**config.mk**
```make
export PLATFORM = sky130hd
export DESIGN_NAME = seven_bcd_capture_flat
export DESIGN_NICKNAME = d
export VERILOG_FILES = /design/src/rtl/seven_bcd_capture_if.sv /design/src/rtl/seven_bcd_capture.sv /design/src/flat_wrapper.sv
export SDC_FILE = /design/constraint.sdc
export NUM_CORES = 1
export LEC_CHECK = 0
export ABC_AREA = 1
export BUFFER_PORTS_ARGS = -buffer_cell sky130_fd_sc_hd__buf_2
export CAP_MARGIN = 15
export CORE_AREA = 2 2 70 72
export DETAILED_ROUTE_END_ITERATION = 8
export DIE_AREA = 0 0 72 74
export PLACE_DENSITY = 0.92
export SETUP_SLACK_MARGIN = 0.05
export SYNTH_ARGS = -nofsm -noshare
export SYNTH_HDL_FRONTEND = slang
export SYNTH_SLANG_ARGS = --single-unit
export TNS_END_PERCENT = 10
```
**constraint.sdc**
```tcl
create_clock -name clk -period 4.3 [get_ports clk]
set_input_delay 0.215 -clock clk [delete_from_list [all_inputs] [get_ports clk]]
set_output_delay 0.215 -clock clk [all_outputs]
set_load 0.03 [all_outputs]
```
**src/rtl/seven_bcd_capture_if.sv**
```systemverilog
// Display-side bundle for the seven-segment capture block: the sampled
// segment bus and digit select, plus the reassembled frame and its strobes.
interface seven_bcd_capture_if #(
  parameter int DIGITS = 4
);
  logic [6:0]          seven;
  logic [DIGITS-1:0]   dsel;
  logic [4*DIGITS-1:0] bcd_out;
  logic                valid;
  logic                err;

  // Display driver / stimulus side
  modport master (
    output seven,
    output dsel,
    input  bcd_out,
    input  valid,
    input  err
  );

  // Capture block side
  modport slave (
    input  seven,
    input  dsel,
    output bcd_out,
    output valid,
    output err
  );
endinterface

```
**src/rtl/seven_bcd_capture.sv**
```systemverilog
// Seven-segment to BCD capture: filters the multiplexed segment bus for
// STABLE identical samples, decodes each committed digit, and emits a
// registered frame with a one-cycle valid strobe once every digit is seen.
// Optional macro SEVEN_BCD_BLANK_EN: all-dark pattern decodes to 4'hF.
module seven_bcd_capture #(
  parameter int DIGITS = 4,
  parameter int STABLE = 3
) (
  input logic                  clk,
  input logic                  rst,
  seven_bcd_capture_if.slave   bus
);

  localparam int CW = $clog2(STABLE + 1);
  localparam logic [CW-1:0] CNT_TOP = CW'(STABLE);

  logic [DIGITS-1:0]   prev_sel_q, prev_sel_d;
  logic [6:0]          prev_seg_q, prev_seg_d;
  logic [CW-1:0]       cnt_q, cnt_d;
  logic [4*DIGITS-1:0] shadow_q, shadow_d;
  logic [DIGITS-1:0]   seen_q, seen_d;
  logic [4*DIGITS-1:0] bcd_q, bcd_d;
  logic                valid_q, valid_d;
  logic                err_q, err_d;

  logic                onehot;
  logic                same;
  logic                commit;
  logic [4:0]          dec;
  logic [DIGITS-1:0]   seen_new;
  logic [4*DIGITS-1:0] shadow_new;

  // Returns {ok, code}; ok=0 marks a pattern that is not a digit.
  function automatic logic [4:0] decode(input logic [6:0] seg);
    logic [4:0] r;
    r = 5'b0_0000;
    case (seg)
      7'b0111111: r = 5'b1_0000;
      7'b0000110: r = 5'b1_0001;
      7'b1011011: r = 5'b1_0010;
      7'b1001111: r = 5'b1_0011;
      7'b1100110: r = 5'b1_0100;
      7'b1101101: r = 5'b1_0101;
      7'b1111101: r = 5'b1_0110;
      7'b0000111: r = 5'b1_0111;
      7'b1111111: r = 5'b1_1000;
      7'b1101111: r = 5'b1_1001;
`ifdef SEVEN_BCD_BLANK_EN
      7'b0000000: r = 5'b1_1111;
`else
      7'b0000000: r = 5'b0_0000;
`endif
      default:    r = 5'b0_0000;
    endcase
    return r;
  endfunction

  // Sample qualification: select shape, repeat detection and the single
  // cycle where the stability count first reaches its top.
  always_comb begin
    onehot = (bus.dsel != '0) && ((bus.dsel & (bus.dsel - DIGITS'(1))) == '0);
    same   = (bus.dsel == prev_sel_q) && (bus.seven == prev_seg_q);
    dec    = decode(bus.seven);
    commit = onehot && (same ? (cnt_q == CNT_TOP - CW'(1)) : (STABLE == 1));
  end

  // Next-state: stability counter, per-digit shadow, frame assembly.
  always_comb begin
    prev_sel_d = prev_sel_q;
    prev_seg_d = prev_seg_q;
    cnt_d      = cnt_q;
    shadow_d   = shadow_q;
    seen_d     = seen_q;
    bcd_d      = bcd_q;
    valid_d    = 1'b0;
    err_d      = 1'b0;
    seen_new   = seen_q | bus.dsel;
    shadow_new = shadow_q;
    for (int j = 0; j < DIGITS; j++) begin
      if (bus.dsel[j]) shadow_new[4*j +: 4] = dec[3:0];
    end

    if (bus.dsel == '0) begin
      cnt_d      = '0;
      prev_sel_d = '0;
    end else if (!onehot) begin
      err_d      = 1'b1;
      cnt_d      = '0;
      prev_sel_d = '0;
    end else begin
      if (same) begin
        if (cnt_q != CNT_TOP) cnt_d = cnt_q + CW'(1);
      end else begin
        cnt_d      = CW'(1);
        prev_sel_d = bus.dsel;
        prev_seg_d = bus.seven;
      end
      if (commit) begin
        if (dec[4]) begin
          shadow_d = shadow_new;
          if (&seen_new) begin
            bcd_d   = shadow_new;
            valid_d = 1'b1;
            seen_d  = '0;
          end else begin
            seen_d = seen_new;
          end
        end else begin
          err_d = 1'b1;
        end
      end
    end
  end

  // State and output registers with synchronous reset.
  always_ff @(posedge clk) begin
    if (rst) begin
      prev_sel_q <= '0;
      prev_seg_q <= '0;
      cnt_q      <= '0;
      shadow_q   <= '0;
      seen_q     <= '0;
      bcd_q      <= '0;
      valid_q    <= 1'b0;
      err_q      <= 1'b0;
    end else begin
      prev_sel_q <= prev_sel_d;
      prev_seg_q <= prev_seg_d;
      cnt_q      <= cnt_d;
      shadow_q   <= shadow_d;
      seen_q     <= seen_d;
      bcd_q      <= bcd_d;
      valid_q    <= valid_d;
      err_q      <= err_d;
    end
  end

  assign bus.bcd_out = bcd_q;
  assign bus.valid   = valid_q;
  assign bus.err     = err_q;

endmodule

```
**src/flat_wrapper.sv**
```systemverilog
// flat-port wrapper written by rule: the top's interface ports become plain ports
module seven_bcd_capture_flat 
#(
  parameter int DIGITS = 4,
  parameter int STABLE = 3
)
  (clk, rst, bus_seven, bus_dsel, bus_bcd_out, bus_valid, bus_err);
  seven_bcd_capture_if #(.DIGITS(DIGITS)) bus_i ();
  input logic clk;
  input logic rst;
  input wire logic [$bits(bus_i.seven)-1:0] bus_seven;
  input wire logic [$bits(bus_i.dsel)-1:0] bus_dsel;
  output wire logic [$bits(bus_i.bcd_out)-1:0] bus_bcd_out;
  output wire logic [$bits(bus_i.valid)-1:0] bus_valid;
  output wire logic [$bits(bus_i.err)-1:0] bus_err;
  assign bus_i.seven = bus_seven;
  assign bus_i.dsel = bus_dsel;
  assign bus_bcd_out = bus_i.bcd_out;
  assign bus_valid = bus_i.valid;
  assign bus_err = bus_i.err;
  seven_bcd_capture #(.DIGITS(DIGITS), .STABLE(STABLE)) u_core (.clk(clk), .rst(rst), .bus(bus_i));
endmodule
```
==> summary.md, run 1 <==
| Metric | Value |
|---|---|
| Outcome | `complete, no violations` |
| Fin. Hold Viols | `0` |
| Most frequent cells in the layout | `nand2_1, nor2_1, inv_1` |
| Vias per std cell | `5.059` |
| Io pins | `31` |
| Most used cell, CP | `nand2_1` |
| CTS Buffer Depth | `2` |
| Total power | `about 900 µW` |
| Slew margin rel. | `0.7417` |
| Crit Reg-Reg Endpoint | `u_core.shadow_q[13]` |
| CP Buf/Inv Count | `2` |
| YS warnings | `0` |
| Slew @ Worst Pin | `~0.38 ns` |
| CTS buffer count | `5` |
| HP Class | `input port to register` |
| Hold Path Stages | `2` |
| Largest net degree at the start of global routing | `34` |
| Die Wd | `72 µm` |
| CTS tree | `yes` |
| Worst VDD drop | `~0.00023 V` |
| Syn avg cell area | `approximately 6.5 µm²` |
| Max Cap Viol | `0` |
| Fin Clk Skew | `0.01111 ns` |
| DRT Pass-1 Iters | `4` |
| LEAKAGE | `~1.6 nW` |
| Post-CTS setup buffers | `0` |
| Remaining DRCs | `0` |
| Clock latency on the worst-skew pair | `0.32 ns` |
| Core area | `between 4000 and 5000 µm²` |
| Power Density | `306.6 nW/µm²` |
| Final ANT Viol Nets | `0` |
| # setup viols final | `0` |
| Max Clk Rate | `between 500 and 600 MHz` |
| Diode count | `0` |
| Post-Syn Nets | `around 440` |
| Critical path startpoint category | `register` |
| Vias in the first global route | `2391` |
| Area growth syn-to-layout | `7.723%` |
| Final Max Tran Viols | `0` |
| Cell breakdown of the critical path | `inv_1, nand2_1, nand2_1, nand2_1, nor2_4, nand3_4, nor2_8, nand2_4, inv_1, nor2_1, nor2_1` |
| Port Buf Inserts | `30` |
| Crit-path max FO | `33` |
| Worst path required time | `approximately 4.6 ns` |
| Worst hold start | `rst` |
| CP top delay family | `simple AND/OR/NAND/NOR gates` |
| Initial core utilization | `0.6095` |
| GR Util All Layers | `0.2343` |
| Final min period | `between 1.5 and 2 ns` |
| Reg2Reg Launch Point | `u_core.prev_seg_q[1]` |
| WL final | `slightly below 6 mm` |
| Commonest non-fill, non-tap cell in the layout | `nand2_1` |
| Hpwl dp | `4.200 mm` |
| Post-Syn Area | `2803 µm²` |
| Layout cells sized above 1 | `0.1814` |
| Drt initial violations | `~160` |
| Clk pin slew, worst setup/hold paths | `approximately 0.10 ns` |
| Hold-fix buffers at CTS | `0` |
| GRT Residual Overflow | `0` |
| R2R setup slack | `approximately 2.5 ns` |
| TritonCTS Sinks | `slightly above 50` |
| Crit-path slowest cell | `dfxtp_1` |
| Crit Path Category | `register to register` |
| Cells after synthesis | `approximately 430` |
| Initial antenna violation count | `0` |
| Root buf cell | `clkbuf_8` |
| Final period util | `0.4219` |
| Setup TNS | `0 ns` |
| GP Congestion | `approximately 0.85` |
| Post-synth cell types | `34` |
| Die Y | `roughly 74 µm` |
| Average wire per standard cell | `roughly 12 µm` |
| RSZ-0062 raised after global routing | `no` |
| Via count of the routed design | `approximately 2600` |
| H-tree levels | `2` |
| Flop and latch count out of synthesis | `51` |
| CP max stage delay | `between 0.3 and 0.4 ns` |
| WHS Endpoint | `u_core.prev_seg_q[6]` |
| First-pass GRT wire length | `about 9.8 mm` |
| Register area share after synthesis | `0.3643` |
| Cts repair resizes | `0` |
| Die footprint | `between 5000 and 6000 µm²` |
| Worst-case reg-to-reg path depth | `11` |
| Critical path endpoint category | `register` |
| CP arrival | `around 2.1 ns` |
| Nets | `between 400 and 500` |
| # rows | `25` |
## cell families (layout without fill, tap and decap cells)
logic type / count (synthesis) / after routing / synth area share
AND/OR/NAND/NOR: 258 / 258 / 0.4054
buffers and inverters: 75 / 99 / 0.1290
flip-flops: 51 / 51 / 0.3643
AO/OA/AOI/OAI: 37 / 37 / 0.07411
XOR/XNOR: 5 / 5 / 0.01831
adder cells (fa/ha/maj): 2 / 2 / 0.008927
## routing by layer
layer / GRT usage / wire length, µm / vias to the layer above
met2: 0.4259 / 3010 / 58
met1: 0.2655 / 2479 / 1151
met5: 0 / 0 / -
met4: 0.1069 / 165 / 0
li1: - / - / 1335
met3: 0.04878 / 269 / 16
## power by group
group	switching [mW]	internal (mW)	total (mW)
clock	0.172	0.176	0.347
sequential	0.00454	0.480	0.485
combinational	0.0641	0.0294	0.0935
total	0.241	0.685	0.926
## synthesized netlist by cell type
cell      count  area [µm²]
nor3_1        6       30.03
nand2_4       2       22.52
buf_2         3       15.01
buf_4         3       22.52
inv_6         2       17.52
o21ai_2       1       8.760
nor2_8        1       20.02
nor2_1       88       330.3
nor4_1        1       6.260
buf_6         7       78.83
a31oi_2       1       12.51
o21ai_0      24       120.1
a21oi_1       9       45.04
clkinv_2      2       10.01
inv_2         4       15.01
nand2_2      14       87.58
nand2_1     121       454.2
or2_2         5       31.28
ha_1          2       25.02
nand3_1      10       50.05
o21ai_4       1       16.27
nand4_1       1       6.260
buf_1         1       3.750
dfxtp_1      51        1021
nor2_2        3       18.77
nand3_2       1       10.01
xor2_1        1       8.760
xnor2_2       1       16.27
clkbuf_1      1       3.750
nor2_4        3       33.78
xnor2_1       3       26.28
inv_1        52       195.2
o21ai_1       1       5.000
nand3_4       2       35.03
## sequential cells by signal, indices dropped and copies added (netlist names)
name,count
u_core.bus.bcd_out,16
u_core.bus.err,1
u_core.bus.valid,1
u_core.cnt_q,2
u_core.prev_seg_q,7
u_core.prev_sel_q,4
u_core.seen_q,4
u_core.shadow_q,16
## worst max-delay path by stage
stage / start / end / slack [ns] / depth (start not counted)
2_1_floorplan: u_core.prev_seg_q[2] / u_core.bus.bcd_out[11] / 2.82 / 9
3_3_place_gp: bus_seven[6] / u_core.shadow_q[13] / 2.41 / 11
6_report: u_core.prev_seg_q[1] / u_core.shadow_q[13] / 2.49 / 11
3_5_place_dp: bus_seven[6] / u_core.shadow_q[13] / 2.38 / 11
4_1_cts: u_core.prev_seg_q[1] / u_core.shadow_q[13] / 2.50 / 11
5_1_grt: u_core.prev_seg_q[1] / u_core.shadow_q[5] / 2.27 / 11
## final cells by class
| cell class | count | area [µm²] |
|---|---|---|
| clock buffer | 5 | 68.82 |
| fill | 393 | 1579 |
| tap | 54 | 67.56 |
| clock inverter | 3 | 46.29 |
| timing repair buffer | 31 | 157.7 |
| multi-input combinational | 302 | 1420 |
| sequential | 51 | 1021 |
| inverter | 60 | 237.7 |
## metrics by stage
stage	cell area (µm²)	std cells	worst slack, ns	utilization	hold WS, ns
detailed placement	2904	498	2.380	0.6316	0.4605
global placement	2904	498	2.405	0.6316	0.4545
global route	3019	506	2.267	0.6566	0.1578
finish	3019	506	2.486	0.6566	0.1445
CTS	3019	506	2.498	0.6566	0.1407
floorplan	2803	428	2.825	-	0.2841
(Power assumes the default switching activity.)
==> run 2, diff against run 1 <==
--- a/config.mk
+++ b/config.mk
@@ -5,13 +5,13 @@
 export SDC_FILE = /design/constraint.sdc
 export NUM_CORES = 1
 export LEC_CHECK = 0
-export ABC_AREA = 1
+export ABC_AREA = 0
 export BUFFER_PORTS_ARGS = -buffer_cell sky130_fd_sc_hd__buf_2
 export CAP_MARGIN = 15
-export CORE_AREA = 2 2 70 72
+export CORE_AREA = 2 2 72 74
 export DETAILED_ROUTE_END_ITERATION = 8
-export DIE_AREA = 0 0 72 74
-export PLACE_DENSITY = 0.92
+export DIE_AREA = 0 0 74 76
+export PLACE_DENSITY = 0.86
 export SETUP_SLACK_MARGIN = 0.05
 export SYNTH_ARGS = -nofsm -noshare
 export SYNTH_HDL_FRONTEND = slang
==> constraint.sdc (replaced) <==
create_clock -name clk -period 1.8 [get_ports clk]
set_input_delay 0.09 -clock clk [delete_from_list [all_inputs] [get_ports clk]]
set_output_delay 0.09 -clock clk [all_outputs]
set_load 0.03 [all_outputs]
==> run 2 against run 1 <==
  * The flow now finishes with violations (negative setup slack)
  * Maximum frequency shrank 6.7%
  * Via count decreased by 5.9%
  * Cell area rose by 13%
  * Register-to-register slack lost 2.6 ns
  * Combinational power increased to 3.4 times the previous value
  * Critical endpoint is now u_core.bus.bcd_out[3]
  * Largest cell class unchanged
  * Largest power group unchanged
==> summary.md, run 2 <==
| Metric | Value |
|---|---|
| Final Instance Count excl. Fillers | `408` |
| CTS Buffer Depth | `2` |
| Crit-path max FO | `7` |
| Final min period | `around 2 ns` |
| CTS tree | `yes` |
| Final ANT Viol Nets | `0` |
| Crit Path Category | `register to register` |
| Top cell type's share of synthesized area | `0.3762` |
| Post-synthesis mux area share | `0.1346` |
| Root buf cell | `clkbuf_8` |
| DRT Pass-1 Iters | `6` |
| First-pass GRT wire length | `~11 mm` |
| Worst VDD drop | `about 0.00057 V` |
| Max Clk Rate | `514.2 MHz` |
| Clock latency on the worst-skew pair | `between 0.3 and 0.4 ns` |
| Number of synthesized flops with an enable pin | `0` |
| Placed insts | `396` |
| Vias per std cell | `slightly below 6` |
| Worst path required time | `2.02 ns` |
| LEAKAGE | `between 1.5 and 2 nW` |
| RSZ-0062 raised after global routing | `yes` |
| Fin. Hold Viols | `0` |
| CTS buffer count | `5` |
| Via count of the routed design | `roughly 2400` |
| Final Max Tran Viols | `0` |
| Outcome | `finished, violations left` |
| Slew margin rel. | `0.5456` |
| Failing checks | `negative setup slack` |
| Vias in the first global route | `approximately 2300` |
| Synth Flop Type | `dfxtp_1` |
| Remaining DRCs | `0` |
| Core area | `about 5000 µm²` |
| Adder-cell area share of the yosys netlist | `0.01291` |
| Average wire per standard cell | `around 16 µm` |
| Port Buf Inserts | `30` |
| GR Util All Layers | `0.2404` |
| Most frequent cell after synthesis | `dfxtp_1` |
| WL final | `6.700 mm` |
| Cells after synthesis | `between 200 and 300` |
| Final setup margin | `-0.1447 ns` |
| Synth Area in Compound Gates | `0.1581` |
| R2R setup slack | `-0.14 ns` |
| Hold-fix buffers at CTS | `0` |
| Register area share after synthesis | `0.3762` |
| Worst Setup EP | `u_core.bus.bcd_out[3]` |
| Hpwl dp | `about 4.4 mm` |
| Synth top cells by count | `dfxtp_1, mux2i_1, nand2b_1` |
| Critical path endpoint category | `register` |
| Synth area leaders | `dfxtp_1, mux2i_1, nand2b_1` |
| Syn avg cell area | `around 9.4 µm²` |
| Crit Reg-Reg Endpoint | `u_core.bus.bcd_out[3]` |
| Diode count | `0` |
| Die Y | `between 70 and 80 µm` |
| Post-synth cell types | `49` |
| # setup viols final | `17` |
| Worst slack at placement | `-0.1638 ns` |
| GP Congestion | `0.8974` |
| Reg2Reg Launch Point | `u_core.prev_seg_q[1]` |
| Synth area leader | `dfxtp_1` |
| Worst Setup SP | `u_core.prev_seg_q[1]` |
| Initial antenna violation count | `0` |
| Initial core utilization | `0.5525` |
| # rows | `26` |
| CP arrival | `~2.2 ns` |
| Largest net degree at the start of global routing | `32` |
| Post-Syn Area | `around 2700 µm²` |
| Critical path startpoint category | `register` |
| H-tree levels | `2` |
| Die Wd | `74 µm` |
| Simple-gate share of the synthesized area | `0.2278` |
| GRT Residual Overflow | `0` |
| Io pins | `31` |
| Worst-case reg-to-reg path depth | `6` |
| HP Class | `input port to register` |
| Post-Syn Nets | `around 300` |
| Clk pin slew, worst setup/hold paths | `roughly 0.10 ns` |
| Power Density | `between 600 and 700 nW/µm²` |
| YS warnings | `0` |
| Drt initial violations | `between 150 and 200` |
| Nets | `352` |
| Async S/R FF share, synth | `0` |
| Xor/xnor share of the synthesized area | `0.04195` |
| Area growth syn-to-layout | `26.05%` |
| Fin Clk Skew | `0.009291 ns` |
| Max Cap Viol | `0` |
| Main combinational cell family by area after synthesis | `simple AND/OR/NAND/NOR gates` |
| Most frequent cells in the layout | `dfxtp_1, mux2i_1, nand2b_1, buf_2, buf_4` |
| Layout cells sized above 1 | `0.3225` |
| Die footprint | `around 5600 µm²` |
| Flop and latch count out of synthesis | `51` |
| Commonest non-fill, non-tap cell in the layout | `dfxtp_1` |
| Slew @ Worst Pin | `0.6816 ns` |
| TritonCTS Sinks | `between 50 and 60` |
| Final period util | `1.080` |
[run 2: changes by cell type after synthesis, moves of 14 or more]
cell	delta
nand2b_1	+30
mux2i_1	+32
nand2_1	-116
nor2_1	-65
inv_1	-47
nand2_2	-14
[run 2: power by group]
part           switching (mW)  internal, mW  total (mW)  leakage, nW
sequential             0.0125          1.14        1.16        0.414
clock                   0.418         0.419       0.837       0.0548
combinational           0.173         0.145       0.319         1.07
[run 2: cells by family after synthesis]
group                    count (synthesis)
AND/OR/NAND/NOR                        104
AO/OA/AOI/OAI                           53
flip-flops                              51
multiplexers                            36
buffers and inverters                   28
XOR/XNOR                                13
adder cells (fa/ha/maj)                  3
[run 2: critical path, stage by stage, from the launching register on]
cell	delay, ns
dfxtp_2	0.35
xor2_2	0.15
nand4b_1	0.24
nor4_4	0.42
buf_4	0.19
o211ai_4	0.14
mux2_4	0.35
[run 2: layer usage]
layer  track usage  share of wire  routed length (µm)  up-vias
met5             0              0                   0        -
met2        0.3911           0.51                3436       93
met1        0.3061           0.40                2699     1159
met3       0.05159          0.049                 326       29
li1              -              -                   -     1129
met4       0.09455          0.036                 238        0
[run 2: final cells by class]
| class | count | area, µm² |
|---|---|---|
| Fill cell | 337 | 1491 |
| Inverter | 5 | 18.77 |
| Timing Repair Buffer | 65 | 457.9 |
| Clock inverter | 3 | 46.29 |
| Sequential cell | 51 | 1026 |
| Clock buffer | 5 | 68.82 |
| Multi-Input combinational cell | 209 | 1715 |
| Tap cell | 70 | 87.58 |
[run 2: repair_timing]
action / 4_1_cts / 5_1_grt
setup endpoints to repair: 37 / 44
resized for setup: 11 / 18
buffers inserted: 1 / 2
pin swaps: 3 / 10
gates cloned: 0 / 1
[run 2: worst min path at each step]
stage	slack, ns	startpoint	cells past startpoint	end
5_1_grt	0.10	bus_seven[5]	3	u_core.prev_seg_q[5]
3_5_place_dp	0.41	bus_seven[5]	3	u_core.prev_seg_q[5]
2_1_floorplan	0.24	bus_seven[1]	2	u_core.prev_seg_q[1]
3_3_place_gp	0.39	bus_seven[5]	3	u_core.prev_seg_q[5]
6_report	0.09	bus_seven[5]	3	u_core.prev_seg_q[5]
4_1_cts	0.08	bus_seven[5]	3	u_core.prev_seg_q[5]
[run 2: per-stage QoR]
stage / instance area, µm² / utilization / TNS (ns) / hold WS, ns / power (mW)
floorplan: 2725 / - / -0.03071 / 0.2377 / 1.360
global placement: 3094 / 0.6299 / -1.322 / 0.3946 / 1.446
detailed placement: 3094 / 0.6299 / -2.202 / 0.4074 / 1.456
CTS: 3269 / 0.6656 / -0.01269 / 0.07966 / 2.266
global route: 3421 / 0.6964 / -3.717 / 0.1010 / 2.390
finish: 3421 / 0.6964 / -1.873 / 0.08587 / 2.313
==> run 3, diff against run 2 <==
--- a/config.mk
+++ b/config.mk
@@ -11,6 +11,7 @@
 export CORE_AREA = 2 2 72 74
 export DETAILED_ROUTE_END_ITERATION = 8
 export DIE_AREA = 0 0 74 76
+export GPL_TIMING_DRIVEN = 0
 export PLACE_DENSITY = 0.86
 export SETUP_SLACK_MARGIN = 0.05
 export SYNTH_ARGS = -nofsm -noshare
==> constraint.sdc (replaced) <==
create_clock -name clk -period 2.2 [get_ports clk]
set_input_delay 0.11 -clock clk [delete_from_list [all_inputs] [get_ports clk]]
set_output_delay 0.11 -clock clk [all_outputs]
set_load 0.03 [all_outputs]
==> run 3 against run 2 <==
  * The run now ends clean
  * Hold slack got worse by 0.0090 ns
  * Clock skew shrank 0.0012 ns
  * Critical path type unchanged
  * Combinational power is 39% lower
  * Wire length shrank 12%
  * Core utilization is 8.2 points lower
==> summary.md, run 3 (synthesized netlist as in run 2, its figures left out) <==
| Metric | Value |
|---|---|
| Outcome | `complete, no violations` |
| Crit Path Category | `register to register` |
| Fin Clk Skew | `a little over 0.008 ns` |
| DRT Pass-1 Iters | `4` |
| Final Max Tran Viols | `0` |
| Met1 Use GR | `0.2861` |
| Worst hold start | `bus_seven[4]` |
| CTS tree | `yes` |
| Fin. Hold Viols | `0` |
| Largest net degree at the start of global routing | `17` |
| Placed cell areas | `between 2000 and 3000 µm²` |
| Power Density | `between 500 and 600 nW/µm²` |
| GRT Residual Overflow | `0` |
| Final period util | `0.9241` |
| HP Class | `input port to register` |
| TritonCTS Sinks | `51` |
| Post-CTS setup buffers | `0` |
| Filler Cells Inserted | `412` |
| GR Layer Usage met3 | `0.03968` |
| Gr busiest metal | `met2` |
| Area of the multi-input gates | `between 1500 and 2000 µm²` |
| GP Congestion | `0.8527` |
| Crit-path max FO | `10` |
| Average wire per standard cell | `roughly 15 µm` |
| Worst slack at placement | `-0.1053 ns` |
| GR Util All Layers | `0.2211` |
| Critical path startpoint category | `register` |
| Commonest non-fill, non-tap cell in the layout | `dfxtp_1` |
| Slew @ Worst Pin | `roughly 1.0 ns` |
| Hold Path Stages | `3` |
| Drt initial violations | `161` |
| CTS buffer count | `5` |
| Via count of the routed design | `roughly 2200` |
| CTS Buffer Depth | `2` |
| Initial core utilization | `0.5525` |
| Area growth syn-to-layout | `11.16%` |
| Root buf cell | `clkbuf_8` |
| Placed insts | `380` |
| Worst-case reg-to-reg path depth | `6` |
| # rows | `26` |
| Most frequent cells in the layout | `dfxtp_1, mux2i_1, nand2b_1` |
| Die Wd | `approximately 74 µm` |
| CP arrival | `2.24 ns` |
| Final setup margin | `between 0.15 and 0.2 ns` |
| H-tree levels | `2` |
| Reg area | `around 1000 µm²` |
| Vias in the first global route | `2127` |
| Final Instance Count excl. Fillers | `a little under 400` |
| Clk pin slew, worst setup/hold paths | `0.09 ns` |
| Crit Reg-Reg Endpoint | `u_core.bus.bcd_out[6]` |
| Final ANT Viol Nets | `0` |
| Port Buf Inserts | `21` |
| Remaining DRCs | `0` |
| WHS Endpoint | `u_core.prev_seg_q[4]` |
| Clock latency on the worst-skew pair | `about 0.31 ns` |
| Io pins | `31` |
| Reg2Reg Launch Point | `u_core.prev_seg_q[1]` |
| Slew margin rel. | `0.2962` |
| Layout cells sized above 1 | `0.1761` |
| Final min period | `2.033 ns` |
| Max Clk Rate | `491.9 MHz` |
| Critical path endpoint category | `register` |
| LEAKAGE | `~1.3 nW` |
| Worst path required time | `between 2 and 2.5 ns` |
| Die footprint | `approximately 5600 µm²` |
| Cts repair resizes | `0` |
| Hpwl dp | `between 4 and 5 mm` |
| Core area | `between 4000 and 5000 µm²` |
| WL final | `slightly below 6 mm` |
| Max Cap Viol | `0` |
| RSZ-0062 raised after global routing | `yes` |
| Utilization after layout | `0.6141` |
| Final Cell Area | `between 3000 and 4000 µm²` |
| Vias per std cell | `about 5.7` |
| R2R setup slack | `0.17 ns` |
| Die Y | `76 µm` |
| Worst VDD drop | `between 0.0003 and 0.0004 V` |
| Diode count | `0` |
| Initial antenna violation count | `0` |
| Met2 usage | `0.3634` |
| Hold-fix buffers at CTS | `0` |
| # setup viols final | `0` |
| Nets | `332` |
| First-pass GRT wire length | `roughly 9.9 mm` |
-- run 3: cell count changes in the layout (fill, tap and decap cells not counted), sizes merged --
cell    delta
inv        -1
clkinv     +1
clkbuf    +13
buf       -32
bufinv     -1
-- run 3: final cells by class --
| type | instances | share of cell area |
|---|---|---|
| Multi-Input combinational cell | 209 | 0.5197 |
| Sequential cell | 51 | 0.3384 |
| Buffer | 23 | 0.03733 |
| Timing Repair Buffer | 22 | 0.03650 |
| Tap cell | 70 | 0.02903 |
| Clock buffer | 6 | 0.02737 |
| Inverter | 5 | 0.006221 |
| Clock inverter | 2 | 0.005392 |
-- run 3: worst max-delay path by stage --
stage / startpoint / to / slack, ns / cells after the start
2_1_floorplan: bus_dsel[0] / u_core.bus.bcd_out[0] / 0.32 / 7
3_3_place_gp: bus_seven[6] / u_core.bus.valid / -0.25 / 6
3_5_place_dp: bus_dsel[3] / u_core.bus.bcd_out[3] / -0.11 / 6
4_1_cts: u_core.prev_seg_q[6] / u_core.bus.valid / 0.11 / 6
5_1_grt: u_core.prev_seg_q[1] / u_core.seen_q[3] / 0.04 / 5
6_report: u_core.prev_seg_q[1] / u_core.bus.bcd_out[6] / 0.17 / 6
-- run 3: stage by stage --
stage	hold slack [ns]	TNS [ns]	power, mW
after floorplan	0.2577	0	1.111
after global placement	0.3900	-2.171	1.150
after detailed placement	0.4048	-1.282	1.156
after CTS	0.07625	0	1.716
after global routing	0.07721	0	1.777
final	0.07688	0	1.715
-- run 3: where the power goes --
part | internal (mW) | switching (mW)
logic | 0.0750 | 0.119
registers | 0.936 | 0.00718
clock network | 0.257 | 0.321
-- run 3: worst max-delay path: stages, from the launching register on --
cell and delay [ns]:
dfxtp_1 0.33, xor2_1 0.18, nand4b_1 0.26, nor4_4 0.58, o211ai_4 0.24, buf_6 0.22, mux2i_1 0.12
-- run 3: metal layers --
layer	part of all wire	vias up	routed length (µm)
li1	-	1088	-
met1	0.44	1061	2611
met2	0.50	41	2960
met3	0.034	12	202
met4	0.017	0	102
met5	0	-	0
